<file path="src/rtl/regfile_port_arbiter_pkg.sv">
// regfile_port_arbiter_pkg
//  Shared definitions for the register file port arbiter slice: the
//  default bus widths and the arbiter FSM state encoding.
package regfile_port_arbiter_pkg;

  localparam int DATA_W_DEF   = 8;
  localparam int ADDR_W_DEF   = 3;
  localparam int NUM_REGS_DEF = 8;

  typedef enum logic {
    ST_CLEAR = 1'b0,
    ST_RUN   = 1'b1
  } arb_state_t;

endpackage

</file>
<file path="src/rtl/regfile_port_arbiter_if.sv">
// regfile_port_arbiter_if
//  One requester's valid/ready bus into the register file arbiter.
//  master : requester side (drives valid/we/addr/wdata, sees ready/rvalid/rdata)
//  slave  : arbiter side
//  valid  request valid, held until ready
//  we     1=write, 0=read
//  addr   register address
//  wdata  write data
//  ready  request granted this cycle
//  rvalid read data valid, one-cycle pulse after a read grant
//  rdata  read data
interface regfile_port_arbiter_if
  import regfile_port_arbiter_pkg::*;
#(
  parameter int DATA_W = DATA_W_DEF,
  parameter int ADDR_W = ADDR_W_DEF
) ();

  logic              valid;
  logic              we;
  logic [ADDR_W-1:0] addr;
  logic [DATA_W-1:0] wdata;
  logic              ready;
  logic              rvalid;
  logic [DATA_W-1:0] rdata;

  modport master (output valid, we, addr, wdata, input ready, rvalid, rdata);
  modport slave  (input valid, we, addr, wdata, output ready, rvalid, rdata);

endinterface

</file>
<file path="src/rtl/regfile_port_arbiter_rr_arbiter2.sv">
// rr_arbiter2
//  Two-way round-robin arbiter.
//  req      {req1, req0}
//  rr_ptr   index preferred when both request
//  gnt      one-hot grant (zero when nobody requests)
//  next_ptr pointer to load after this cycle: the non-granted index, or
//           the current pointer when there is no grant
module rr_arbiter2 (
  input  logic [1:0] req,
  input  logic       rr_ptr,
  output logic [1:0] gnt,
  output logic       next_ptr
);

  // A lone requester always wins; a tie goes to the pointer, and the
  // pointer then moves to the loser so neither side can be starved.
  always_comb begin
    gnt      = req;
    next_ptr = rr_ptr;
    if (req == 2'b11) begin
      gnt = rr_ptr ? 2'b10 : 2'b01;
    end
    if (gnt[0]) begin
      next_ptr = 1'b1;
    end else if (gnt[1]) begin
      next_ptr = 1'b0;
    end
  end

endmodule

</file>
<file path="src/rtl/regfile_port_arbiter.sv">
// regfile_port_arbiter
//  Shares the register file's single write/read-A port between core
//  writeback (m0) and the loader/debug port (m1), and owns the clear
//  sequencer that zeroes every register one per cycle.
//  clk        rising-edge clock
//  reset_n    asynchronous active-low reset
//  m0, m1     requester buses (slave side)
//  clear_req  request a full register clear (sampled in RUN only)
//  busy       high while the clear sweep runs
//  rf_load    register file write enable
//  rf_addr_a  register file port A address
//  rf_d_in    register file write data
//  rf_val_a   register file port A read data (combinational)
module regfile_port_arbiter
  import regfile_port_arbiter_pkg::*;
#(
  parameter int DATA_W         = DATA_W_DEF,
  parameter int ADDR_W         = ADDR_W_DEF,
  parameter int NUM_REGS       = NUM_REGS_DEF,
  parameter bit CLEAR_ON_RESET = 1'b1
) (
  input  logic                  clk,
  input  logic                  reset_n,
  regfile_port_arbiter_if.slave m0,
  regfile_port_arbiter_if.slave m1,
  input  logic                  clear_req,
  output logic                  busy,
  output logic                  rf_load,
  output logic [ADDR_W-1:0]     rf_addr_a,
  output logic [DATA_W-1:0]     rf_d_in,
  input  logic [DATA_W-1:0]     rf_val_a
);

  localparam logic [ADDR_W-1:0] LAST_REG    = ADDR_W'(NUM_REGS - 1);
  localparam arb_state_t        RESET_STATE = CLEAR_ON_RESET ? ST_CLEAR : ST_RUN;

  arb_state_t        state;
  arb_state_t        state_next;
  logic [ADDR_W-1:0] clr_cnt;
  logic [ADDR_W-1:0] clr_cnt_next;
  logic              rr_ptr;
  logic              rr_ptr_next;
  logic [1:0]        req;
  logic [1:0]        gnt;
  logic              rd_gnt0;
  logic              rd_gnt1;

  // Requests only reach the arbiter in RUN with no clear pending and
  // reset released, so the grant vector is already the final ready.
  assign req = {m1.valid, m0.valid} & {2{reset_n && (state == ST_RUN) && !clear_req}};

  rr_arbiter2 u_rr_arbiter2 (
    .req      (req),
    .rr_ptr   (rr_ptr),
    .gnt      (gnt),
    .next_ptr (rr_ptr_next)
  );

  assign rd_gnt0 = gnt[0] && !m0.we;
  assign rd_gnt1 = gnt[1] && !m1.we;

  // Next-state and register file port mux. The sweep drives the port
  // with zeros at clr_cnt; in RUN the granted requester owns it, and an
  // idle port is parked at address 0 with no load.
  always_comb begin
    state_next   = state;
    clr_cnt_next = clr_cnt;
    busy         = 1'b0;
    rf_load      = 1'b0;
    rf_addr_a    = '0;
    rf_d_in      = '0;
    m0.ready     = gnt[0];
    m1.ready     = gnt[1];
    case (state)
      ST_CLEAR: begin
        busy      = reset_n;
        rf_load   = reset_n;
        rf_addr_a = clr_cnt;
        if (clr_cnt == LAST_REG) begin
          clr_cnt_next = '0;
          state_next   = ST_RUN;
        end else begin
          clr_cnt_next = clr_cnt + 1'b1;
        end
      end
      ST_RUN: begin
        if (clear_req) begin
          state_next = ST_CLEAR;
        end
        if (gnt[0]) begin
          rf_load   = m0.we;
          rf_addr_a = m0.addr;
          rf_d_in   = m0.we ? m0.wdata : '0;
        end else if (gnt[1]) begin
          rf_load   = m1.we;
          rf_addr_a = m1.addr;
          rf_d_in   = m1.we ? m1.wdata : '0;
        end
      end
    endcase
  end

  // State, sweep counter, fairness pointer and read-return registers.
  // Read data is captured from the combinational port on the grant edge
  // and held until that requester's next read.
  always_ff @(posedge clk or negedge reset_n) begin
    if (!reset_n) begin
      state     <= RESET_STATE;
      clr_cnt   <= '0;
      rr_ptr    <= 1'b0;
      m0.rvalid <= 1'b0;
      m1.rvalid <= 1'b0;
      m0.rdata  <= '0;
      m1.rdata  <= '0;
    end else begin
      state     <= state_next;
      clr_cnt   <= clr_cnt_next;
      rr_ptr    <= rr_ptr_next;
      m0.rvalid <= rd_gnt0;
      m1.rvalid <= rd_gnt1;
      if (rd_gnt0) begin
        m0.rdata <= rf_val_a;
      end
      if (rd_gnt1) begin
        m1.rdata <= rf_val_a;
      end
    end
  end

endmodule

</file>
<file path="src/flat_wrapper.sv">
// flat-port wrapper written by rule: the top's interface ports become plain ports
module regfile_port_arbiter_flat import regfile_port_arbiter_pkg::*;
#(
  parameter int DATA_W         = DATA_W_DEF,
  parameter int ADDR_W         = ADDR_W_DEF,
  parameter int NUM_REGS       = NUM_REGS_DEF,
  parameter bit CLEAR_ON_RESET = 1'b1
)
  (clk, reset_n, clear_req, busy, rf_load, rf_addr_a, rf_d_in, rf_val_a, m0_valid, m0_we, m0_addr, m0_wdata, m0_ready, m0_rvalid, m0_rdata, m1_valid, m1_we, m1_addr, m1_wdata, m1_ready, m1_rvalid, m1_rdata);
  regfile_port_arbiter_if #(.DATA_W(DATA_W), .ADDR_W(ADDR_W)) m0_i ();
  regfile_port_arbiter_if #(.DATA_W(DATA_W), .ADDR_W(ADDR_W)) m1_i ();
  input  logic clk;
  input  logic reset_n;
  input  logic clear_req;
  output logic busy;
  output logic rf_load;
  output logic [ADDR_W-1:0] rf_addr_a;
  output logic [DATA_W-1:0] rf_d_in;
  input  logic [DATA_W-1:0] rf_val_a;
  input wire logic [$bits(m0_i.valid)-1:0] m0_valid;
  input wire logic [$bits(m0_i.we)-1:0] m0_we;
  input wire logic [$bits(m0_i.addr)-1:0] m0_addr;
  input wire logic [$bits(m0_i.wdata)-1:0] m0_wdata;
  output wire logic [$bits(m0_i.ready)-1:0] m0_ready;
  output wire logic [$bits(m0_i.rvalid)-1:0] m0_rvalid;
  output wire logic [$bits(m0_i.rdata)-1:0] m0_rdata;
  input wire logic [$bits(m1_i.valid)-1:0] m1_valid;
  input wire logic [$bits(m1_i.we)-1:0] m1_we;
  input wire logic [$bits(m1_i.addr)-1:0] m1_addr;
  input wire logic [$bits(m1_i.wdata)-1:0] m1_wdata;
  output wire logic [$bits(m1_i.ready)-1:0] m1_ready;
  output wire logic [$bits(m1_i.rvalid)-1:0] m1_rvalid;
  output wire logic [$bits(m1_i.rdata)-1:0] m1_rdata;
  assign m0_i.valid = m0_valid;
  assign m0_i.we = m0_we;
  assign m0_i.addr = m0_addr;
  assign m0_i.wdata = m0_wdata;
  assign m0_ready = m0_i.ready;
  assign m0_rvalid = m0_i.rvalid;
  assign m0_rdata = m0_i.rdata;
  assign m1_i.valid = m1_valid;
  assign m1_i.we = m1_we;
  assign m1_i.addr = m1_addr;
  assign m1_i.wdata = m1_wdata;
  assign m1_ready = m1_i.ready;
  assign m1_rvalid = m1_i.rvalid;
  assign m1_rdata = m1_i.rdata;
  regfile_port_arbiter #(.DATA_W(DATA_W), .ADDR_W(ADDR_W), .NUM_REGS(NUM_REGS), .CLEAR_ON_RESET(CLEAR_ON_RESET)) u_core (.clk(clk), .reset_n(reset_n), .m0(m0_i), .m1(m1_i), .clear_req(clear_req), .busy(busy), .rf_load(rf_load), .rf_addr_a(rf_addr_a), .rf_d_in(rf_d_in), .rf_val_a(rf_val_a));
endmodule
</file>
<file path="config.mk">
export PLATFORM = sky130hd
export DESIGN_NAME = regfile_port_arbiter_flat
export DESIGN_NICKNAME = d
export VERILOG_FILES = /design/src/rtl/regfile_port_arbiter_pkg.sv /design/src/rtl/regfile_port_arbiter_if.sv /design/src/rtl/regfile_port_arbiter_rr_arbiter2.sv /design/src/rtl/regfile_port_arbiter.sv /design/src/flat_wrapper.sv
export SDC_FILE = /design/constraint.sdc
export NUM_CORES = 1
export LEC_CHECK = 0
export CORE_ASPECT_RATIO = 2
export CORE_MARGIN = 2
export CORE_UTILIZATION = 30
export CTS_CLUSTER_SIZE = 24
export DETAILED_ROUTE_END_ITERATION = 10
export GPL_TIMING_DRIVEN = 0
export HOLD_SLACK_MARGIN = 0.06
export PLACE_DENSITY = 0.68
export SLEW_MARGIN = 10
export SYNTH_ARGS = -nofsm -noshare
export SYNTH_HDL_FRONTEND = slang
export SYNTH_SLANG_ARGS = --single-unit
export TNS_END_PERCENT = 10
</file>
<file path="constraint.sdc">
create_clock -name clk -period 2.8 [get_ports clk]
set_input_delay 0.28 -clock clk [delete_from_list [all_inputs] [get_ports clk]]
set_output_delay 0.28 -clock clk [all_outputs]
set_load 0.05 [all_outputs]
</file>
# Word-level counts from Yosys, hierarchy flattened
# Index checks and enable logic that the tools add are counted.
[word_totals] regBits=23 input_bits=37 out_inout_bits=33
[classes] n_addsub=1 eq_ne=2 n_mux=20 bitwise_logic=2 n_reduce_logical=8
[ops] cell="8-bit 2-to-1 mux" count=5
[ops] cell="3-bit 2-to-1 mux" count=3
[ops] cell="1-bit 2-to-1 mux" count=7
[ops] cell="3-bit one-hot mux with 2 select lines" count=1
[ops] cell="1-bit logical AND" count=4
[ops] cell="2-bit 2-to-1 mux" count=2
[ops] cell="1-bit one-hot mux with 2 select lines" count=2
[ops] cell="3-bit by 1-bit adder with 3-bit output (second input constant)" count=1
[ops] cell="3-bit == test (second input constant)" count=1
[ops] cell="1-bit logical NOT" count=3
[ops] cell="2-bit bitwise AND" count=1
[ops] cell="2-bit == test (second input constant)" count=1
[ops] cell="2-bit nonzero test" count=1
[ops] cell="1-bit NOT" count=1

# Logic depth before layout (Yosys ltp)
[depth] depth_word=8 depth_mapped=4 ltp_nobuf=4

# By module
# A second synthesis with hierarchy kept.
[unflattened] hier_cells=107 hier_area_um2=1257.5
[by_module_without_submodules] mod="regfile_port_arbiter" n_inst=1 cells_per_inst=102 area_each_um2=1229.9
[by_module_without_submodules] mod="rr_arbiter2" n_inst=1 cells_per_inst=5 area_each_um2=27.5

# Least setup slack after synthesis
# OpenSTA, ideal clock, no wires.
[synth_timing] path_type="register to output" from="register u_core.state" to="output rf_addr_a[0]" t_arrival_ns=2.029 required_time_ns=2.520 setup_slack_ns=0.491 path_stages_with_launch=4 n_path_buf=0 path_cell_list="dfrtp_1 > nand4b_1 > a21oi_1 > a221o_1"
[synth_rtl] element="start, declared" line_no="regfile_port_arbiter.sv:37" text="arb_state_t state;"
[synth_rtl] element="start signal, assigned" line_no="regfile_port_arbiter.sv:116" text="state <= state_next;"
[synth_rtl] element="1-bit logical AND * (2 in series)" line_no="regfile_port_arbiter.sv:50" text="assign req = {m1.valid, m0.valid} & {2{reset_n && (state == ST_RUN) && !clear_req}};"
[synth_rtl] element="2-bit bitwise AND *" line_no="regfile_port_arbiter.sv:50"
[synth_rtl] element="2-bit == test" line_no="regfile_port_arbiter_rr_arbiter2.sv:20" text="if (req == 2'b11) begin"
[synth_rtl] element="2-bit 2-to-1 mux *" line_no="regfile_port_arbiter_rr_arbiter2.sv:20"
[synth_rtl] element="named net m0_ready" line_no="flat_wrapper.sv:24" text="output wire logic [$bits(m0_i.ready)-1:0] m0_ready;"
[synth_rtl] element="3-bit 2-to-1 mux *" line_no="regfile_port_arbiter.sv:90" text="if (gnt[0]) begin"
[synth_rtl] element="3-bit one-hot mux with 2 select lines *" line_no="regfile_port_arbiter.sv:74" text="case (state)"
[synth_rtl] element="end, declared" line_no="flat_wrapper.sv:17" text="output logic [ADDR_W-1:0] rf_addr_a;"
# Mark *: on every way through the listed nets, which the timed path passes. The rest lies on a longest branch.

# Worst setup path in the final report
[layout_timing] from="input clear_req" to="output rf_load"
[layout_via] elab_chain_len=8
[layout_lines] element="start, declared" line_no="flat_wrapper.sv:14" text="input logic clear_req;"
[layout_lines] element="1-bit logical NOT *" line_no="regfile_port_arbiter.sv:50"
[layout_lines] element="1-bit logical AND *" line_no="regfile_port_arbiter.sv:50"
[layout_lines] element="2-bit bitwise AND *" line_no="regfile_port_arbiter.sv:50"
[layout_lines] element="2-bit == test" line_no="regfile_port_arbiter_rr_arbiter2.sv:20"
[layout_lines] element="2-bit 2-to-1 mux *" line_no="regfile_port_arbiter_rr_arbiter2.sv:20"
[layout_lines] element="1-bit 2-to-1 mux" line_no="regfile_port_arbiter.sv:94" text="end else if (gnt[1]) begin"
[layout_lines] element="1-bit 2-to-1 mux *" line_no="regfile_port_arbiter.sv:90"
[layout_lines] element="1-bit one-hot mux with 2 select lines *" line_no="regfile_port_arbiter.sv:74"
[layout_lines] element="end, declared" line_no="flat_wrapper.sv:16" text="output logic rf_load;"
# Every way passes the cells marked *; elsewhere a longest branch is shown, timed or not.

==> flow_metrics.py <==
metrics = {
    "synthesis": {
        "synthAdderAreaFrac_pct": 2.30,
        "synth_most_common_cell": "dfrtp_1",
        "synth_area_leaders": "dfrtp_1 (53%), mux2_2 (18%), a22o_1 (6.4%)",
        "synth-xor-area-share_pct": 0,
        "synth.avg_cell_area_um2": 13.3,
        "ys_seq_area_share_pct": 52.9,
        "synth_compound_area_share_pct": 12.2,
        "synthDominantCellAreaShare_pct": 52.9,
        "yosysWarnings": 0,
        "synth_top_family_by_area": "multiplexers",
        "synthesis.instances": 82,
        "synth-edff-count": 0,
        "ys_async_sr_fraction_pct": 100,
        "ys_seq_elements": 23,
        "muxShareOfSynthArea_pct": 17.6,
        "yosys-top-cells-count": "dfrtp_1 (23), mux2_2 (17), a22o_1 (8)",
        "ys_types": 24,
        "syn_nets": 121,
        "synthSimpleGateAreaFrac_pct": 13.9,
        "yosysTopAreaCell": "dfrtp_1",
        "syn_area_mm2": 0.00109,
        "ys.flop_type": "dfrtp_1",
    },
    "min_path": {
        "hp-start": "reset_n",
        "hold_path_end": "u_core.rr_ptr",
        "hp-class": "in2reg",
        "worstHoldPathCells": 3,
    },
    "detailed_routing": {
        "wl_met3_um": 391,
        "routed.top_layer": "met4",
        "drc": 0,
        "num_vias": 964,
        "final_antenna_net_count": 0,
        "wl_met2_mm": 1.28,
        "drt-initial-drc-count": 7,
        "met1Wirelength_mm": 1.03,
        "dr.pass1.iters": 2,
        "totalWireLength_mm": 2.71,
        "via_per_inst": 4.70,
        "wl_per_cell_um": 13.2,
    },
    "grt": {
        "grt_pass1_wl_mm": 4.14,
        "grt_max_degree": 24,
        "grt_use_total_pct": 13.3,
        "antenna_found_initial": 0,
        "first_global_vias": 910,
        "grt.overflow.total": 0,
    },
    "critical_path": {
        "critical_path_peak_fanout": 9,
        "r2r-end": "u_core.m1.rdata[2]",
        "critPathCaptureType": "primary output",
        "rr_startpoint": "u_core.state",
        "timing.reg2reg.setup_slack_ps": 1200,
        "required_ps": 2520,
        "ff2ff_path_depth": 3,
        "start_kind": "primary input",
        "critPathKind": "in2out",
        "cp.arrival_ps": 2430,
    },
    "power": {
        "p_per_area_mw_per_mm2": 1040,
        "leakage_nw": 0.823,
        "irDropWorstVdd_uv": 687,
    },
    "die": {
        "initial_core_util_pct": 30.8,
        "die_area_mm2": 0.00416,
        "fp.dieW_um": 46.6,
        "boundaryPins": 70,
        "rows": 31,
        "die_h_um": 89.2,
        "core_mm2": 0.00353,
    },
    "clocking": {
        "cts_num_sinks": 23,
        "cts-root-buf": "clkbuf_8",
        "htree_levels": 1,
        "cts_tree": "done",
        "clk_pin_slew_ps": 80,
        "cts.path.max_buffers": 2,
        "insertion_delay_ps": 260,
        "cts_buffers": 3,
    },
    "placement": {
        "dp_cells": 200,
        "dp_slack_ps": -947,
        "hpwl_mm": 2.08,
        "dpl-instance-area_mm2": 0.00184,
        "numPortBuffers": 69,
        "place.gp.congestion": 0.785,
    },
    "timing": {
        "setup_slack_ps": 88.6,
        "fin_crit_sh_pct": 96.8,
        "tightest_slew_ps": 1040,
        "drv_slew": 0,
        "slew_headroom_pct": 30.7,
        "max_clock_freq_mhz": 369,
        "timing.hold.ws_ps": 372,
        "setup_tns_ps": 0,
        "setup_violations": 0,
        "skew_ps": 1.36,
        "rsz0062_at_grt": "no",
        "hold_viol_final": 0,
        "layout_min_cycle_time_ps": 2710,
    },
    "run_status": {
        "outcome": "complete, no violations",
    },
    "finish": {
        "final-instance-count-excl-fill": 205,
        "drive_gt1_share_pct": 17.9,
        "multi_input_area_um2": 509,
        "fin_nets": 196,
        "seqCellArea_um2": 576,
        "nFillCells": 310,
        "final_area_mm2": 0.00190,
        "area_growth_pct": 74.8,
        "diodes": 0,
    },
    "flow_run": {
        "max_cap_viol_count": 0,
    },
}
[registers in the layout, summed over array words and instances, names as in the netlist]
name and count:
u_core.state 1, u_core.m1.rvalid 1, u_core.m1.rdata 8, u_core.m0.rdata 8, u_core.m0.rvalid 1, u_core.clr_cnt 3
u_core.rr_ptr 1
[per-layer routing]
| metal | GRT usage, % | vias up |
|---|---|---|
| met5 | 0 | - |
| met4 | 3.12 | 0 |
| met3 | 5.05 | 2 |
| met2 | 21.0 | 53 |
| met1 | 17.1 | 451 |
| li1 | - | 458 |
[worst max path at each step]
stage | from | endpoint | slack (ps) | depth (start not counted)
final | clear_req | rf_load | 90 | 6
after global placement | reset_n | rf_d_in[4] | -920 | 5
after floorplan | u_core.state | rf_addr_a[0] | 490 | 3
after global routing | m1_valid | rf_d_in[4] | 3 | 5
after CTS | clear_req | rf_load | 70 | 6
after detailed placement | reset_n | rf_d_in[4] | -950 | 5
[cells by family (layout without fill, tap and decap cells)]
logic type | count (synthesis) | after routing
DFF | 23 | 23
adders and majority gates | 2 | 2
and+or+nand+nor | 20 | 20
muxes | 17 | 17
AOI/OAI and AO/OA | 17 | 17
buffers and inverters | 3 | 77
[critical path: stages]
cell and delay (ps):
clkdlybuf4s50_1 520, and4b_1 230, and3_1 160, buf_2 160, or3_1 370, clkdlybuf4s50_1 700
[area by class of cell]
class / count / area share, %
Buffer: 2 / 0.460
Clock buffer: 3 / 2.17
Clock inverter: 1 / 0.263
Inverter: 1 / 0.197
Multi-Input combinational cell: 56 / 26.8
Sequential cell: 23 / 30.2
Tap cell: 49 / 3.22
Timing Repair Buffer: 70 / 36.7
[timing repair]
action | in CTS | in global routing
hold endpoints to repair | 23 | 0
resized for setup | 7 | 1
endpoints found under the setup margin | 15 | 4
buffers inserted | 0 | 0
hold buffers | 1 | 0
[power breakdown]
group          total (mW)  internal [mW]  switching (mW)
combinational        1.20          0.464           0.738
sequential          0.578          0.482          0.0959
clock               0.201         0.0991           0.102
[cells in the final DEF, fill, tap and decap left out]
cell type,synthesis,routed
clkdlybuf4s50_1,0,68
dfrtp_1,23,23
mux2_2,17,17
a22o_1,8,8
nor2b_1,5,4
nand2_1,3,3
a21oi_1,3,3
a221o_1,3,3
clkbuf_8,0,3
nor2_1,2,2
o21ai_0,2,2
ha_1,2,2
and4b_1,1,1
and3_1,1,1
buf_2,1,1
nor2b_2,0,1
nand4b_4,1,1
nor3b_4,0,1
nand4b_1,1,1
clkbuf_1,1,1
nand2_2,1,1
inv_1,1,1
nor3_4,1,1
or3_1,1,1
nand2b_1,1,1
nor3_1,1,1
a21o_1,1,1
clkinv_2,0,1
dlygate4sd3_1,0,1
buf_4,0,1
[stage by stage]
| stage | utilization, % | total power, mW |
|---|---|---|
| 3_5_place_dp | 52.1 | 1.79 |
| 2_1_floorplan | - | 1.37 |
| 5_1_grt | 53.9 | 2.09 |
| 4_1_cts | 53.8 | 2.00 |
| 6_report | 53.9 | 1.98 |
| 3_3_place_gp | 52.1 | 1.77 |
Note: power is estimated with default switching activity, not from simulation.
